===== src/rtl/mem_access_unit.sv =====
// rtl/mem_access_unit.sv - load/store bus engine: lane strobes, store positioning, load extend/merge
// Optional MEM_ACCESS_MISALIGN_EXC_EN: adds addr_err, misaligned normal half/word skip the bus.
module mem_access_unit #(
  parameter int ADDR_W = 32,
  parameter int DATA_W = 32
) (
  input  logic              clk,
  input  logic              resetn,
  input  logic              req_valid,
  output logic              req_ready,
  input  logic              req_load,
  input  logic              req_store,
  input  logic [1:0]        req_size,
  input  logic [1:0]        req_kind,
  input  logic              req_unsigned,
  input  logic [ADDR_W-1:0] req_addr,
  input  logic [DATA_W-1:0] req_wdata,
  input  logic [DATA_W-1:0] req_rt_old,
  output logic              resp_valid,
  output logic [DATA_W-1:0] resp_rdata,
  output logic [ADDR_W-1:0] Address,
  output logic              MemRead,
  output logic              MemWrite,
  output logic [DATA_W-1:0] Write_data,
  output logic [3:0]        Write_strb,
  input  logic              Mem_Req_Ack,
  input  logic [DATA_W-1:0] Read_data,
  input  logic              Read_data_Valid,
  output logic              Read_data_Ack
`ifdef MEM_ACCESS_MISALIGN_EXC_EN
  ,
  output logic              addr_err
`endif
);

  localparam logic [1:0] SZ_BYTE    = 2'd0;
  localparam logic [1:0] SZ_HALF    = 2'd1;
  localparam logic [1:0] KIND_LEFT  = 2'd1;
  localparam logic [1:0] KIND_RIGHT = 2'd2;

  typedef enum logic [1:0] {S_IDLE, S_REQ, S_RDW, S_RESP} state_t;

  state_t              state_q;
  logic                req_ready_q;
  logic                resp_valid_q;
  logic [DATA_W-1:0]   resp_rdata_q;
  logic [ADDR_W-1:0]   addr_q;
  logic                mem_read_q;
  logic                mem_write_q;
  logic [DATA_W-1:0]   wdata_q;
  logic [3:0]          strb_q;
  logic                rd_ack_q;
  logic                lat_load_q;
  logic [1:0]          lat_size_q;
  logic [1:0]          lat_kind_q;
  logic                lat_uns_q;
  logic [1:0]          lat_a_q;
  logic [DATA_W-1:0]   lat_rt_q;
`ifdef MEM_ACCESS_MISALIGN_EXC_EN
  logic                addr_err_q;
`endif

  logic [1:0]        a_in;
  logic              eff_load;
  logic              eff_store;
  logic              misalign;
  logic [3:0]        st_strb;
  logic [DATA_W-1:0] st_data;
  logic [7:0]        ld_byte;
  logic [15:0]       ld_half;
  logic [DATA_W-1:0] ld_result;

  assign a_in      = req_addr[1:0];
  assign eff_load  = req_load;
  assign eff_store = req_store & ~req_load;

`ifdef MEM_ACCESS_MISALIGN_EXC_EN
  assign misalign = (eff_load | eff_store) &&
                    (req_kind != KIND_LEFT) && (req_kind != KIND_RIGHT) &&
                    (((req_size == SZ_HALF) && a_in[0]) || (req_size[1] && (a_in != 2'd0)));
`else
  assign misalign = 1'b0;
`endif

  // Store lane placement from the live request, captured at accept.
  always_comb begin
    st_strb = 4'b1111;
    st_data = req_wdata;
    case (req_kind)
      KIND_LEFT: begin
        st_strb = 4'b1111 >> ~a_in;
        st_data = req_wdata >> {~a_in, 3'b000};
      end
      KIND_RIGHT: begin
        st_strb = 4'b1111 << a_in;
        st_data = req_wdata << {a_in, 3'b000};
      end
      default: begin
        case (req_size)
          SZ_BYTE: begin
            st_strb = 4'b0001 << a_in;
            st_data = {4{req_wdata[7:0]}};
          end
          SZ_HALF: begin
            st_strb = a_in[1] ? 4'b1100 : 4'b0011;
            st_data = {2{req_wdata[15:0]}};
          end
          default: ;
        endcase
      end
    endcase
  end

  // Load alignment uses the latched request fields and the incoming memory word.
  always_comb begin
    ld_byte   = Read_data[{lat_a_q, 3'b000} +: 8];
    ld_half   = lat_a_q[1] ? Read_data[31:16] : Read_data[15:0];
    ld_result = Read_data;
    case (lat_kind_q)
      KIND_LEFT:
        ld_result = (Read_data << {~lat_a_q, 3'b000}) |
                    (lat_rt_q & ~(32'hFFFF_FFFF << {~lat_a_q, 3'b000}));
      KIND_RIGHT:
        ld_result = (Read_data >> {lat_a_q, 3'b000}) |
                    (lat_rt_q & ~(32'hFFFF_FFFF >> {lat_a_q, 3'b000}));
      default: begin
        case (lat_size_q)
          SZ_BYTE: ld_result = {{24{~lat_uns_q & ld_byte[7]}}, ld_byte};
          SZ_HALF: ld_result = {{16{~lat_uns_q & ld_half[15]}}, ld_half};
          default: ;
        endcase
      end
    endcase
  end

  always_ff @(posedge clk or negedge resetn) begin
    if (!resetn) begin
      state_q      <= S_IDLE;
      req_ready_q  <= 1'b1;
      resp_valid_q <= 1'b0;
      resp_rdata_q <= '0;
      addr_q       <= '0;
      mem_read_q   <= 1'b0;
      mem_write_q  <= 1'b0;
      wdata_q      <= '0;
      strb_q       <= 4'b0000;
      rd_ack_q     <= 1'b0;
      lat_load_q   <= 1'b0;
      lat_size_q   <= 2'd0;
      lat_kind_q   <= 2'd0;
      lat_uns_q    <= 1'b0;
      lat_a_q      <= 2'd0;
      lat_rt_q     <= '0;
`ifdef MEM_ACCESS_MISALIGN_EXC_EN
      addr_err_q   <= 1'b0;
`endif
    end else begin
      case (state_q)
        S_IDLE: begin
          if (req_valid) begin
            req_ready_q <= 1'b0;
            lat_load_q  <= eff_load;
            lat_size_q  <= req_size;
            lat_kind_q  <= req_kind;
            lat_uns_q   <= req_unsigned;
            lat_a_q     <= a_in;
            lat_rt_q    <= req_rt_old;
            addr_q      <= {req_addr[ADDR_W-1:2], 2'b00};
            if ((eff_load | eff_store) && !misalign) begin
              state_q     <= S_REQ;
              mem_read_q  <= eff_load;
              mem_write_q <= eff_store;
              strb_q      <= eff_store ? st_strb : 4'b0000;
              wdata_q     <= eff_store ? st_data : '0;
            end else begin
              // No bus traffic: complete immediately with a zero result.
              state_q      <= S_RESP;
              resp_valid_q <= 1'b1;
              resp_rdata_q <= '0;
              strb_q       <= 4'b0000;
              wdata_q      <= '0;
`ifdef MEM_ACCESS_MISALIGN_EXC_EN
              addr_err_q   <= misalign;
`endif
            end
          end
        end
        S_REQ: begin
          if (Mem_Req_Ack) begin
            mem_read_q  <= 1'b0;
            mem_write_q <= 1'b0;
            strb_q      <= 4'b0000;
            if (lat_load_q) begin
              state_q  <= S_RDW;
              rd_ack_q <= 1'b1;
            end else begin
              state_q      <= S_RESP;
              resp_valid_q <= 1'b1;
              resp_rdata_q <= '0;
            end
          end
        end
        S_RDW: begin
          if (Read_data_Valid) begin
            state_q      <= S_RESP;
            rd_ack_q     <= 1'b0;
            resp_valid_q <= 1'b1;
            resp_rdata_q <= ld_result;
          end
        end
        S_RESP: begin
          state_q      <= S_IDLE;
          resp_valid_q <= 1'b0;
          resp_rdata_q <= '0;
          req_ready_q  <= 1'b1;
`ifdef MEM_ACCESS_MISALIGN_EXC_EN
          addr_err_q   <= 1'b0;
`endif
        end
        default: state_q <= S_IDLE;
      endcase
    end
  end

  assign req_ready     = req_ready_q;
  assign resp_valid    = resp_valid_q;
  assign resp_rdata    = resp_rdata_q;
  assign Address       = addr_q;
  assign MemRead       = mem_read_q;
  assign MemWrite      = mem_write_q;
  assign Write_data    = wdata_q;
  assign Write_strb    = strb_q;
  assign Read_data_Ack = rd_ack_q;
`ifdef MEM_ACCESS_MISALIGN_EXC_EN
  assign addr_err      = addr_err_q;
`endif

endmodule


===== config.mk =====
export PLATFORM = sky130hd
export DESIGN_NAME = mem_access_unit
export DESIGN_NICKNAME = d
export VERILOG_FILES = /design/src/rtl/mem_access_unit.sv
export SDC_FILE = /design/constraint.sdc
export NUM_CORES = 1
export LEC_CHECK = 0
export BUFFER_PORTS_ARGS = -buffer_cell sky130_fd_sc_hd__buf_2
export CAP_MARGIN = 0
export CELL_PAD_IN_SITES_DETAIL_PLACEMENT = 1
export CELL_PAD_IN_SITES_GLOBAL_PLACEMENT = 2
export CORE_ASPECT_RATIO = 1.1
export CORE_MARGIN = 1.5
export CORE_UTILIZATION = 30
export DETAILED_ROUTE_END_ITERATION = 10
export PLACE_DENSITY = 0.82
export SLEW_MARGIN = 30
export SYNTH_ARGS = -nofsm -noshare
export SYNTH_HDL_FRONTEND = slang
export SYNTH_SLANG_ARGS = --single-unit

===== constraint.sdc =====
create_clock -name clk -period 2.2 [get_ports clk]
set_clock_uncertainty 0.2 [all_clocks]
set_input_delay 0.44 -clock clk [delete_from_list [all_inputs] [get_ports clk]]
set_output_delay 0.44 -clock clk [all_outputs]
set_load 0.01 [all_outputs]

==> impl_metrics.yaml, run 1 <==
logic_synthesis:
  area_contributors_post_synth: "sky130_fd_sc_hd__dfrtp_1, sky130_fd_sc_hd__mux2_2, sky130_fd_sc_hd__mux2i_1, sky130_fd_sc_hd__nand2_1, sky130_fd_sc_hd__a22o_1"
  syn-instance-count: 930
  syn_area_um2: 9383
  synth.largest_area_cell: "sky130_fd_sc_hd__dfrtp_1"
  synth_top_flop_cell: "sky130_fd_sc_hd__dfrtp_1"
  synth_commonest_cells: "sky130_fd_sc_hd__dfrtp_1, sky130_fd_sc_hd__nand2_1, sky130_fd_sc_hd__mux2_2"
  synth_enable_flop_cells: 0
  yosysMostFrequentCell: "sky130_fd_sc_hd__dfrtp_1"
  yosysTopAreaCellShare: 0.3841
  ys_async_sr_fraction: 1.000
  synth.distinct_cells: 56
  synthesis.yosys.warnings: 0
  synth_seq_cells: 145
  ys_seq_area_frac: 0.3869
  postSynthAreaPerCell_um2: 10.09
clocking:
  h-tree-depth: 4
  latest_clock_arrival_within_the_worst_skew_pair_ns: 0.43
  cts_sinks: 145
  clock_tree.buffer_depth: 2
  cts_tree: "done"
  cts_buffers: 17
  clkTransAtPathRegs_ns: 0.07
  cts_root_buf: "sky130_fd_sc_hd__clkbuf_16"
setup_path:
  required_ns: 2.33
  worst_r2r_path_depth: 6
  crit_fanout: 7
  crit_path_end_kind: "flop"
  rrSetupSlack_ns: 0.07
  endpoint_of_the_worst_register_to_register_path: "resp_rdata[3]"
  worst_ep_arrival_time_ns: 2.26
  worstReg2RegStart: "lat_a_q[0]"
  start_kind: "flop"
  worstSetupPathType: "reg2reg"
cells_and_area:
  fillerInstances: 3490
  final_nets: 1348
  drive_above_1_share: 0.4202
  postLayoutCellArea_um2: 12330
  post-route-util: 0.4031
  synthToLayoutAreaGrowth_pct: 31.46
  final_cells: 1627
global_routing:
  first_global_vias: 9147
  globalRouteTotalUtil: 0.2145
  grt_max_degree: 62
  gr-total-overflow: 0
  gr-usage-met1: 0.2703
  globalRouteMet3Util: 0.03886
  grt_most_used_layer: "met2"
  global_route_wire_length_before_repair_um: 53170
  grt_met2_use: 0.3704
  grt_antenna_before_repair: 4
sta:
  maxClockFrequency_mhz: 468.8
  layout_min_cycle_time_ns: 2.133
  slew_violations: 0
  hold_viol_final: 0
  rsz0062_at_grt: "true"
  final.period_utilization: 0.9695
  final-setup-viol-count: 0
  relative_slew_slack: 0.5744
  tightestPinTransition_ns: 0.6371
floorplan:
  row_count: 67
  floorplan.core_area_um2: 30600
  floorplan.die_area_um2: 32350
  boundaryPins: 245
  floorplan.die.height_um: 188.5
  width_of_the_die_um: 171.6
  starting_density_of_the_core: 0.3066
routing:
  route.detailed.vias_per_inst: 5.529
  via_count: 8995
  drt_iter0_markers: 731
  drt_pre_antenna_iters: 5
  drc: 0
  route.final.wire_length_um: 35150
  detail-route-antenna-nets: 0
  post_drt_wl_per_cell_um: 21.60
placed_design:
  portBuffers: 242
  detailed_place_hpwl_um: 25530
  placed_cell_area_um2: 11490
  dp_cells: 1576
  globalplace.congestion: 0.8742
pwr:
  power_per_cell_area_nw_per_um2: 1413
  leakage_power_summed_over_all_cells_uw: 0.005806
  worst_ir_drop_vdd_mv: 0.5667
flow_run:
  maxCapViolations: 0
outcome:
  run_status: "finished, final reports clean"
min_path:
  hp-class: "in2reg"
  min_delay_path_depth: 2
  timing.hold.worst_endpoint: "Address[3]"
  worst_hold_startpoint: "req_addr[3]"
-- worst max-delay path by stage --
stage / from / endpoint / cells after the start / slack (ns)
after floorplan: req_kind[0] / Write_data[15] / 9 / 0.06
after global placement: req_kind[0] / Write_data[8] / 9 / -0.03
after detailed placement: req_kind[1] / Write_data[11] / 9 / -0.12
after CTS: state_q[0] / resp_rdata[4] / 7 / 0.03
after global routing: lat_a_q[0] / resp_rdata[27] / 7 / -0.007
final: lat_a_q[0] / resp_rdata[3] / 6 / 0.07
-- layout make-up --
cell class                 instances  area (um^2)  share of cell area
sequential                       145         3632              0.2945
clock buffer                      18        439.2             0.03561
antenna                            4        10.01           0.0008115
multi-input combinational        685         5369              0.4353
timing repair buffer             335         2178              0.1766
inverter                          13        48.80            0.003956
clock inverter                    13        138.9             0.01126
tap                              414        518.0             0.04200
-- through the flow --
step	setup slack, ns	setup TNS (ns)	power [uW]	hold WS (ns)
2_1_floorplan	0.05923	0	10300	-0.05559
3_3_place_gp	-0.03174	-0.2170	13570	0.1416
3_5_place_dp	-0.1235	-0.8341	13820	0.1334
4_1_cts	0.02571	0	16900	0.01288
5_1_grt	-0.006795	-0.009116	18570	0.01599
6_report	0.06709	0	17430	0.03502
-- report_power, final --
| part | internal, uW | switching, uW |
|---|---|---|
| Combinational | 4590 | 5130 |
| Clock | 1690 | 1250 |
| Sequential | 3880 | 889 |
-- logic make-up (layout without fill, tap and decap cells) --
logic type | count (synthesis) | count (layout) | share of synthesized area
adders and majority gates | 11 | 11 | 0.01467
DFF | 145 | 145 | 0.3869
other | 1 | 6 | 0.0003997
muxes | 183 | 183 | 0.2220
buffers and inverters | 101 | 379 | 0.05267
and+or+nand+nor | 166 | 166 | 0.07788
AOI/OAI and AO/OA | 323 | 323 | 0.2455
-- cells in the final DEF (no fill, tap or decap), types with 24 or more instances in the layout --
cell	instances
sky130_fd_sc_hd__o21ai_0	49
sky130_fd_sc_hd__buf_4	72
sky130_fd_sc_hd__dfrtp_1	142
sky130_fd_sc_hd__mux2i_1	69
sky130_fd_sc_hd__a22oi_1	25
sky130_fd_sc_hd__nand2_1	100
sky130_fd_sc_hd__a221o_1	24
sky130_fd_sc_hd__buf_2	241
sky130_fd_sc_hd__a21oi_1	67
sky130_fd_sc_hd__a22o_1	40
sky130_fd_sc_hd__mux2_2	99
sky130_fd_sc_hd__nor2_1	28
-- sequential cells by signal, indices dropped and copies added, names as in the netlist, 2 cells and up --
signal	count
lat_size_q	2
Write_strb	4
state_q	2
lat_kind_q	2
resp_rdata	32
Address	30
lat_a_q	2
lat_rt_q	32
Write_data	32
-- what timing repair did --
action | 4_1_cts | 5_1_grt
hold endpoints to repair | 26 | 0
endpoints found under the setup margin | 19 | 33
gates cloned | 0 | 2
hold buffers | 1 | 0
buffers inserted | 2 | 11
pin swaps | 0 | 2
resized for setup | 2 | 21
-- metal layers --
layer,wire (um),up-vias,share of wire
met5,29,-,0.00083
met4,794,4,0.023
met3,1813,47,0.052
met2,17770,293,0.51
met1,14740,4567,0.42
li1,-,4084,-
-- worst max-delay path, cell delays in order (launching register included) --
cell                      delay [ns]
sky130_fd_sc_hd__dfrtp_2        0.46
sky130_fd_sc_hd__buf_4          0.15
sky130_fd_sc_hd__buf_4          0.15
sky130_fd_sc_hd__mux2i_1        0.26
sky130_fd_sc_hd__mux2i_1        0.18
sky130_fd_sc_hd__a221o_1        0.38
sky130_fd_sc_hd__a32o_1         0.25
Power figures use the tool's default switching activity.
==> inputs of run 2 (changes only) <==
--- a/config.mk
+++ b/config.mk
@@ -5,12 +5,11 @@
 export SDC_FILE = /design/constraint.sdc
 export NUM_CORES = 1
 export LEC_CHECK = 0
-export BUFFER_PORTS_ARGS = -buffer_cell sky130_fd_sc_hd__buf_2
+export BUFFER_PORTS_ARGS = -buffer_cell sky130_fd_sc_hd__buf_4
 export CAP_MARGIN = 0
 export CELL_PAD_IN_SITES_DETAIL_PLACEMENT = 1
 export CELL_PAD_IN_SITES_GLOBAL_PLACEMENT = 2
 export CORE_ASPECT_RATIO = 1.1
-export CORE_MARGIN = 1.5
 export CORE_UTILIZATION = 30
 export DETAILED_ROUTE_END_ITERATION = 10
 export PLACE_DENSITY = 0.82
==> impl_metrics.yaml, run 2 (synthesis gave the netlist of run 1 again) <==
outcome:
  run_status: "finished, final reports clean"
clocking:
  cts_buffers: 17
  cts_tree: "done"
  cts_root_buf: "sky130_fd_sc_hd__clkbuf_16"
  latest_clock_arrival_within_the_worst_skew_pair_ns: 0.43
  h-tree-depth: 4
  clkTransAtPathRegs_ns: 0.06
  clock_tree.buffer_depth: 2
  cts_sinks: 145
routing:
  route.final.wire_length_um: 35300
  detail-route-antenna-nets: 0
  drt_iter0_markers: 569
  via_count: 9052
  drc: 0
  post_drt_wl_per_cell_um: 21.78
  route.detailed.vias_per_inst: 5.584
  drt_pre_antenna_iters: 5
cells_and_area:
  mostFrequentLayoutCell: "sky130_fd_sc_hd__buf_4"
  drive_above_1_share: 0.4192
  final_cells: 1621
  final_nets: 1345
  synthToLayoutAreaGrowth_pct: 38.14
  register_area_um2: 3632
  total_area_of_multi_input_combinational_cells_um2: 5378
  mostFrequentLayoutCells: "sky130_fd_sc_hd__buf_4, sky130_fd_sc_hd__dfrtp_1, sky130_fd_sc_hd__nand2_1"
  fillerInstances: 3462
  diodes: 0
setup_path:
  critPathTopFamily: "compound AO/OA/AOI/OAI gates"
  cp.buffers_inverters: 2
  worst_ep_arrival_time_ns: 2.30
  path_cells: "buf_12 -> mux2i_1 -> buf_4 -> a21oi_1 -> a221o_1 -> a32o_1"
  crit_path_max_incr_delay_ns: 0.47
  rrSetupSlack_ns: 0.02
  worstSetupPathType: "reg2reg"
  required_ns: 2.32
  crit_fanout: 21
  critical_path_s_slowest_cell: "sky130_fd_sc_hd__dfrtp_2"
  crit_path_end_kind: "flop"
  start_kind: "flop"
placed_design:
  detailed_place_hpwl_um: 26090
  globalplace.congestion: 0.8797
  dp_cells: 1581
  portBuffers: 242
floorplan:
  floorplan.die_area_um2: 31990
  row_count: 67
  floorplan.die.height_um: 187.5
  floorplan.core_area_um2: 30600
  width_of_the_die_um: 170.6
  boundaryPins: 245
  starting_density_of_the_core: 0.3066
global_routing:
  first_global_vias: 9466
  global_route_wire_length_before_repair_um: 54470
  gr-total-overflow: 0
  grt_max_degree: 42
  grt_most_used_layer: "met2"
  globalRouteMet3Util: 0.04422
  gr-usage-met1: 0.2742
  grt_antenna_before_repair: 2
  grt_met2_use: 0.3790
  globalRouteTotalUtil: 0.2221
sta:
  final.period_utilization: 0.9907
  slew_violations: 0
  whs_ns: 0.03405
  hold_viol_final: 0
  relative_slew_slack: 0.5198
  final-setup-viol-count: 0
  rsz0062_at_grt: "true"
  tightestPinTransition_ns: 0.7172
  layout_min_cycle_time_ns: 2.180
  maxClockFrequency_mhz: 458.8
pwr:
  worst_ir_drop_vdd_mv: 0.5184
  leakage_power_summed_over_all_cells_uw: 0.005938
  p_total_uw: 18040
  p_sw_uw: 7193
  power_switching_share: 0.3986
  internal_power_uw: 10850
  comb_power_share: 0.553
  pwr-share-seq: 0.267
  power_per_cell_area_nw_per_um2: 1392
  p_clk_frac: 0.180
min_path:
  hp-class: "in2reg"
flow_run:
  maxCapViolations: 0
==> run 2: layout make-up <==
| type | count | area share |
|---|---|---|
| multi-input combinational | 685 | 0.4149 |
| sequential | 145 | 0.2802 |
| timing repair buffer | 332 | 0.2115 |
| tap | 414 | 0.03997 |
| clock buffer | 19 | 0.03340 |
| clock inverter | 13 | 0.01622 |
| inverter | 13 | 0.003765 |
==> run 2: per-stage QoR <==
step,cell area [um^2],worst slack (ns),setup TNS (ns),utilization
after detailed placement,12120,-0.07289,-0.5083,0.3960
after global placement,12120,-0.02074,-0.08224,0.3960
final,12960,0.02042,0,0.4236
after global routing,12960,-0.04395,-0.08290,0.4236
after CTS,12820,0.01064,0,0.4190
after floorplan,9387,0.05923,0,-
==> run 2: metal layers <==
| metal | wire length (um) | vias to the layer above |
|---|---|---|
| li1 | - | 4073 |
| met1 | 14520 | 4602 |
| met2 | 17830 | 311 |
| met3 | 1995 | 64 |
| met4 | 945 | 2 |
| met5 | 12 | - |
==> run 2: power by group through the flow <==
| stage | Sequential, uW | Clock (uW) | Combinational (uW) |
|---|---|---|---|
| 2_1_floorplan | 4870 | 0 | 5430 |
| 3_3_place_gp | 4830 | 0 | 9370 |
| 3_5_place_dp | 4850 | 0 | 9610 |
| 4_1_cts | 4810 | 3320 | 9740 |
| 5_1_grt | 4980 | 3410 | 10800 |
| 6_report | 4820 | 3240 | 9980 |
==> run 2: path summary, 6_finish.rpt <==
kind	endpoint	cells after the start	from
max	resp_rdata[13]	6	lat_a_q[0]
max in group asynchronous	req_ready	3	resetn
max reg2reg	resp_rdata[13]	6	lat_a_q[0]
min	lat_rt_q[18]	2	req_rt_old[18]
min in group asynchronous	resp_rdata[1]	2	resetn
min reg2reg	Write_strb[0]	2	Write_strb[0]
==> run 2: worst register-to-register path: stages (launching register included) <==
cell,delay [ns]
sky130_fd_sc_hd__dfrtp_2,0.47
sky130_fd_sc_hd__buf_12,0.23
sky130_fd_sc_hd__mux2i_1,0.36
sky130_fd_sc_hd__buf_4,0.17
sky130_fd_sc_hd__a21oi_1,0.06
sky130_fd_sc_hd__a221o_1,0.36
sky130_fd_sc_hd__a32o_1,0.24
==> run 2: repair_timing <==
item                                   in CTS  in global routing
hold buffers                                1                  0
setup buffers                               3                  3
pin swaps                                   0                  1
cloned                                      0                  1
setup endpoints to repair                   7                 34
resized for setup                           4                 22
endpoints found under the hold margin      35                  0
==> inputs of run 3 (changes only) <==
--- a/config.mk
+++ b/config.mk
@@ -5,14 +5,15 @@
 export SDC_FILE = /design/constraint.sdc
 export NUM_CORES = 1
 export LEC_CHECK = 0
+export ABC_AREA = 1
 export BUFFER_PORTS_ARGS = -buffer_cell sky130_fd_sc_hd__buf_4
 export CAP_MARGIN = 0
 export CELL_PAD_IN_SITES_DETAIL_PLACEMENT = 1
 export CELL_PAD_IN_SITES_GLOBAL_PLACEMENT = 2
 export CORE_ASPECT_RATIO = 1.1
-export CORE_UTILIZATION = 30
+export CORE_UTILIZATION = 25
 export DETAILED_ROUTE_END_ITERATION = 10
-export PLACE_DENSITY = 0.82
+export PLACE_DENSITY = 0.8
 export SLEW_MARGIN = 30
 export SYNTH_ARGS = -nofsm -noshare
 export SYNTH_HDL_FRONTEND = slang
==> impl_metrics.yaml, run 3 <==
outcome:
  run_status: "finished, final reports clean"
logic_synthesis:
  synth_commonest_cells: "sky130_fd_sc_hd__nand2_1, sky130_fd_sc_hd__o21ai_0, sky130_fd_sc_hd__dfrtp_1"
  syn-instance-count: 1483
  post_synth_and_or_nand_nor_area_fraction: 0.3587
  yosysMostFrequentCell: "sky130_fd_sc_hd__nand2_1"
  postSynthAreaPerCell_um2: 6.397
  synth.largest_area_cell: "sky130_fd_sc_hd__dfrtp_1"
  dominant_combinational_cell_family_by_area_after_synthesis: "simple AND/OR/NAND/NOR gates"
  ys_async_sr_fraction: 1.000
  synth_enable_flop_cells: 0
  yosys.area_share.adder: 0.01451
  yosysTopAreaCellShare: 0.3798
  synth.distinct_cells: 32
  synthXorXnorAreaFrac: 0
  share_of_cell_area_taken_by_muxes_after_synthesis: 0
  synth_compound_gate_area_share: 0.1634
  area_contributors_post_synth: "sky130_fd_sc_hd__dfrtp_1, sky130_fd_sc_hd__nand2_1, sky130_fd_sc_hd__o21ai_0, sky130_fd_sc_hd__a21oi_1, sky130_fd_sc_hd__nand3_1"
  ys_seq_area_frac: 0.3826
  syn_area_um2: 9487
  synth_top_flop_cell: "sky130_fd_sc_hd__dfrtp_1"
  synthesis.yosys.warnings: 0
  synth_seq_cells: 145
pwr:
  leakage_power_summed_over_all_cells_uw: 0.007057
  power_per_cell_area_nw_per_um2: 1320
  worst_ir_drop_vdd_mv: 0.6868
sta:
  hold_viol_final: 0
  tightestPinTransition_ns: 0.7942
  slew_violations: 0
  layout_min_cycle_time_ns: 2.101
  final-setup-viol-count: 0
  whs_ns: 0.01765
  final.period_utilization: 0.9549
  relative_slew_slack: 0.4686
  final.setup.worst_slack_ns: 0.09926
  maxClockFrequency_mhz: 476.0
  fin_tns_setup_ns: 0
setup_path:
  critical_path_s_slowest_cell: "sky130_fd_sc_hd__dfrtp_1"
  critPathTopFamily: "simple AND/OR/NAND/NOR gates"
  most_used_cell_cp: "sky130_fd_sc_hd__nand2_1"
  crit_fanout: 17
  start_kind: "flop"
  worst-path-stages: 10
  path_cells: "inv_1 -> ha_2 -> nand2_1 -> o21ai_1 -> nor2_2 -> buf_4 -> nand2_2 -> clkbuf_16 -> nand2_1 -> nand2_1"
  crit_path_end_kind: "flop"
  worstSetupPathType: "reg2reg"
  rrSetupSlack_ns: 0.1
  required_ns: 2.34
  worst_r2r_path_depth: 10
  crit_path_max_incr_delay_ns: 0.41
  cp.buffers_inverters: 3
  worst_ep_arrival_time_ns: 2.24
cells_and_area:
  mostFrequentLayoutCell: "sky130_fd_sc_hd__nand2_1"
  synthToLayoutAreaGrowth_pct: 42.14
  fillerInstances: 4733
  post-route-util: 0.3623
  drive_above_1_share: 0.2077
  mostFrequentLayoutCells: "sky130_fd_sc_hd__nand2_1, sky130_fd_sc_hd__buf_4, sky130_fd_sc_hd__o21ai_0"
  final_cells: 2286
  final_nets: 1929
placed_design:
  detailed_place_hpwl_um: 30840
  dp_cells: 2192
  globalplace.congestion: 0.8693
  portBuffers: 242
  detailedPlace.worstSlack_ns: -0.02957
clocking:
  clkTransAtPathRegs_ns: 0.07
  clock_tree.buffer_depth: 2
  latest_clock_arrival_within_the_worst_skew_pair_ns: 0.45
  h-tree-depth: 4
  cts_buffers: 17
  cts_tree: "done"
  cts_root_buf: "sky130_fd_sc_hd__clkbuf_16"
  cts_sinks: 145
floorplan:
  row_count: 74
  boundaryPins: 245
  floorplan.core_area_um2: 37220
  width_of_the_die_um: 187.7
  floorplan.die_area_um2: 38730
  floorplan.die.height_um: 206.3
  starting_density_of_the_core: 0.2549
routing:
  post_drt_wl_per_cell_um: 19.54
  via_count: 11310
  drc: 0
  drt_pre_antenna_iters: 5
  drt_iter0_markers: 612
  detail-route-antenna-nets: 0
  route.final.wire_length_um: 44670
  route.detailed.vias_per_inst: 4.946
global_routing:
  grt_max_degree: 78
  grt_antenna_before_repair: 1
  globalRouteTotalUtil: 0.2236
  gr-total-overflow: 0
  global_route_wire_length_before_repair_um: 66560
  first_global_vias: 11900
min_path:
  hp-class: "in2reg"
  min_delay_path_depth: 3
flow_run:
  maxCapViolations: 0
run 3: cell type report:
cell class / count / area [um^2] / area share
Clock inverter: 12 / 158.9 / 0.01178
Tap cell: 494 / 618.1 / 0.04584
Multi-Input combinational cell: 1157 / 5129 / 0.3803
Inverter: 94 / 359.1 / 0.02663
Sequential cell: 145 / 3632 / 0.2694
Clock buffer: 20 / 456.7 / 0.03387
Timing Repair Buffer: 362 / 3123 / 0.2316
Antenna cell: 1 / 2.502 / 0.0001856
Timing Repair inverter: 1 / 5.005 / 0.0003712
run 3: worst reg2reg max path, stage by stage, from the launching register on:
cell,delay (ns)
sky130_fd_sc_hd__dfrtp_1,0.41
sky130_fd_sc_hd__inv_1,0.11
sky130_fd_sc_hd__ha_2,0.21
sky130_fd_sc_hd__nand2_1,0.09
sky130_fd_sc_hd__o21ai_1,0.10
sky130_fd_sc_hd__nor2_2,0.18
sky130_fd_sc_hd__buf_4,0.16
sky130_fd_sc_hd__nand2_2,0.13
sky130_fd_sc_hd__clkbuf_16,0.24
sky130_fd_sc_hd__nand2_1,0.09
sky130_fd_sc_hd__nand2_1,0.05
run 3: timing repair:
item / 4_1_cts / 5_1_grt
setup endpoints to repair: 0 / 56
resized for setup: 0 / 14
hold buffers: 55 / 0
buffers inserted: 0 / 1
endpoints found under the hold margin: 94 / 0
run 3: through the flow:
| step | area, um^2 | power (uW) |
|---|---|---|
| 6_report | 13480 | 17800 |
| 5_1_grt | 13480 | 19250 |
| 4_1_cts | 13340 | 17550 |
| 3_5_place_dp | 12180 | 14260 |
| 3_3_place_gp | 12180 | 14070 |
| 2_1_floorplan | 9490 | 10000 |
run 3: final timing paths:
kind	start	endpoint
hold reg to reg	Address[8]	Address[8]
setup reg to reg	state_q[1]	resp_rdata[14]
min in group asynchronous	resetn	lat_rt_q[12]
setup / recovery	state_q[1]	resp_rdata[14]
max in group asynchronous	resetn	Write_data[22]
hold / removal	req_rt_old[24]	lat_rt_q[24]
run 3: power breakdown:
| group | switching (uW) | internal [uW] | total, uW |
|---|---|---|---|
| logic | 6290 | 3770 | 10100 |
| clock network | 1270 | 1840 | 3120 |
| registers | 778 | 3850 | 4630 |
run 3: logic make-up (layout without fill, tap and decap cells):
group	Yosys count	after routing
flops	145	145
compound gates	300	300
simple gates	844	844
buf+inv	182	489
other cells	1	3
fa+ha+maj	11	11
run 3: metal layers:
metal  vias to the layer above  global-route usage  share of wire
li1                       5343                   -              -
met1                      5575              0.2658           0.42
met2                       331              0.3970           0.51
met3                        57             0.04551          0.046
met4                         0             0.08217          0.025
met5                         -                   0              0
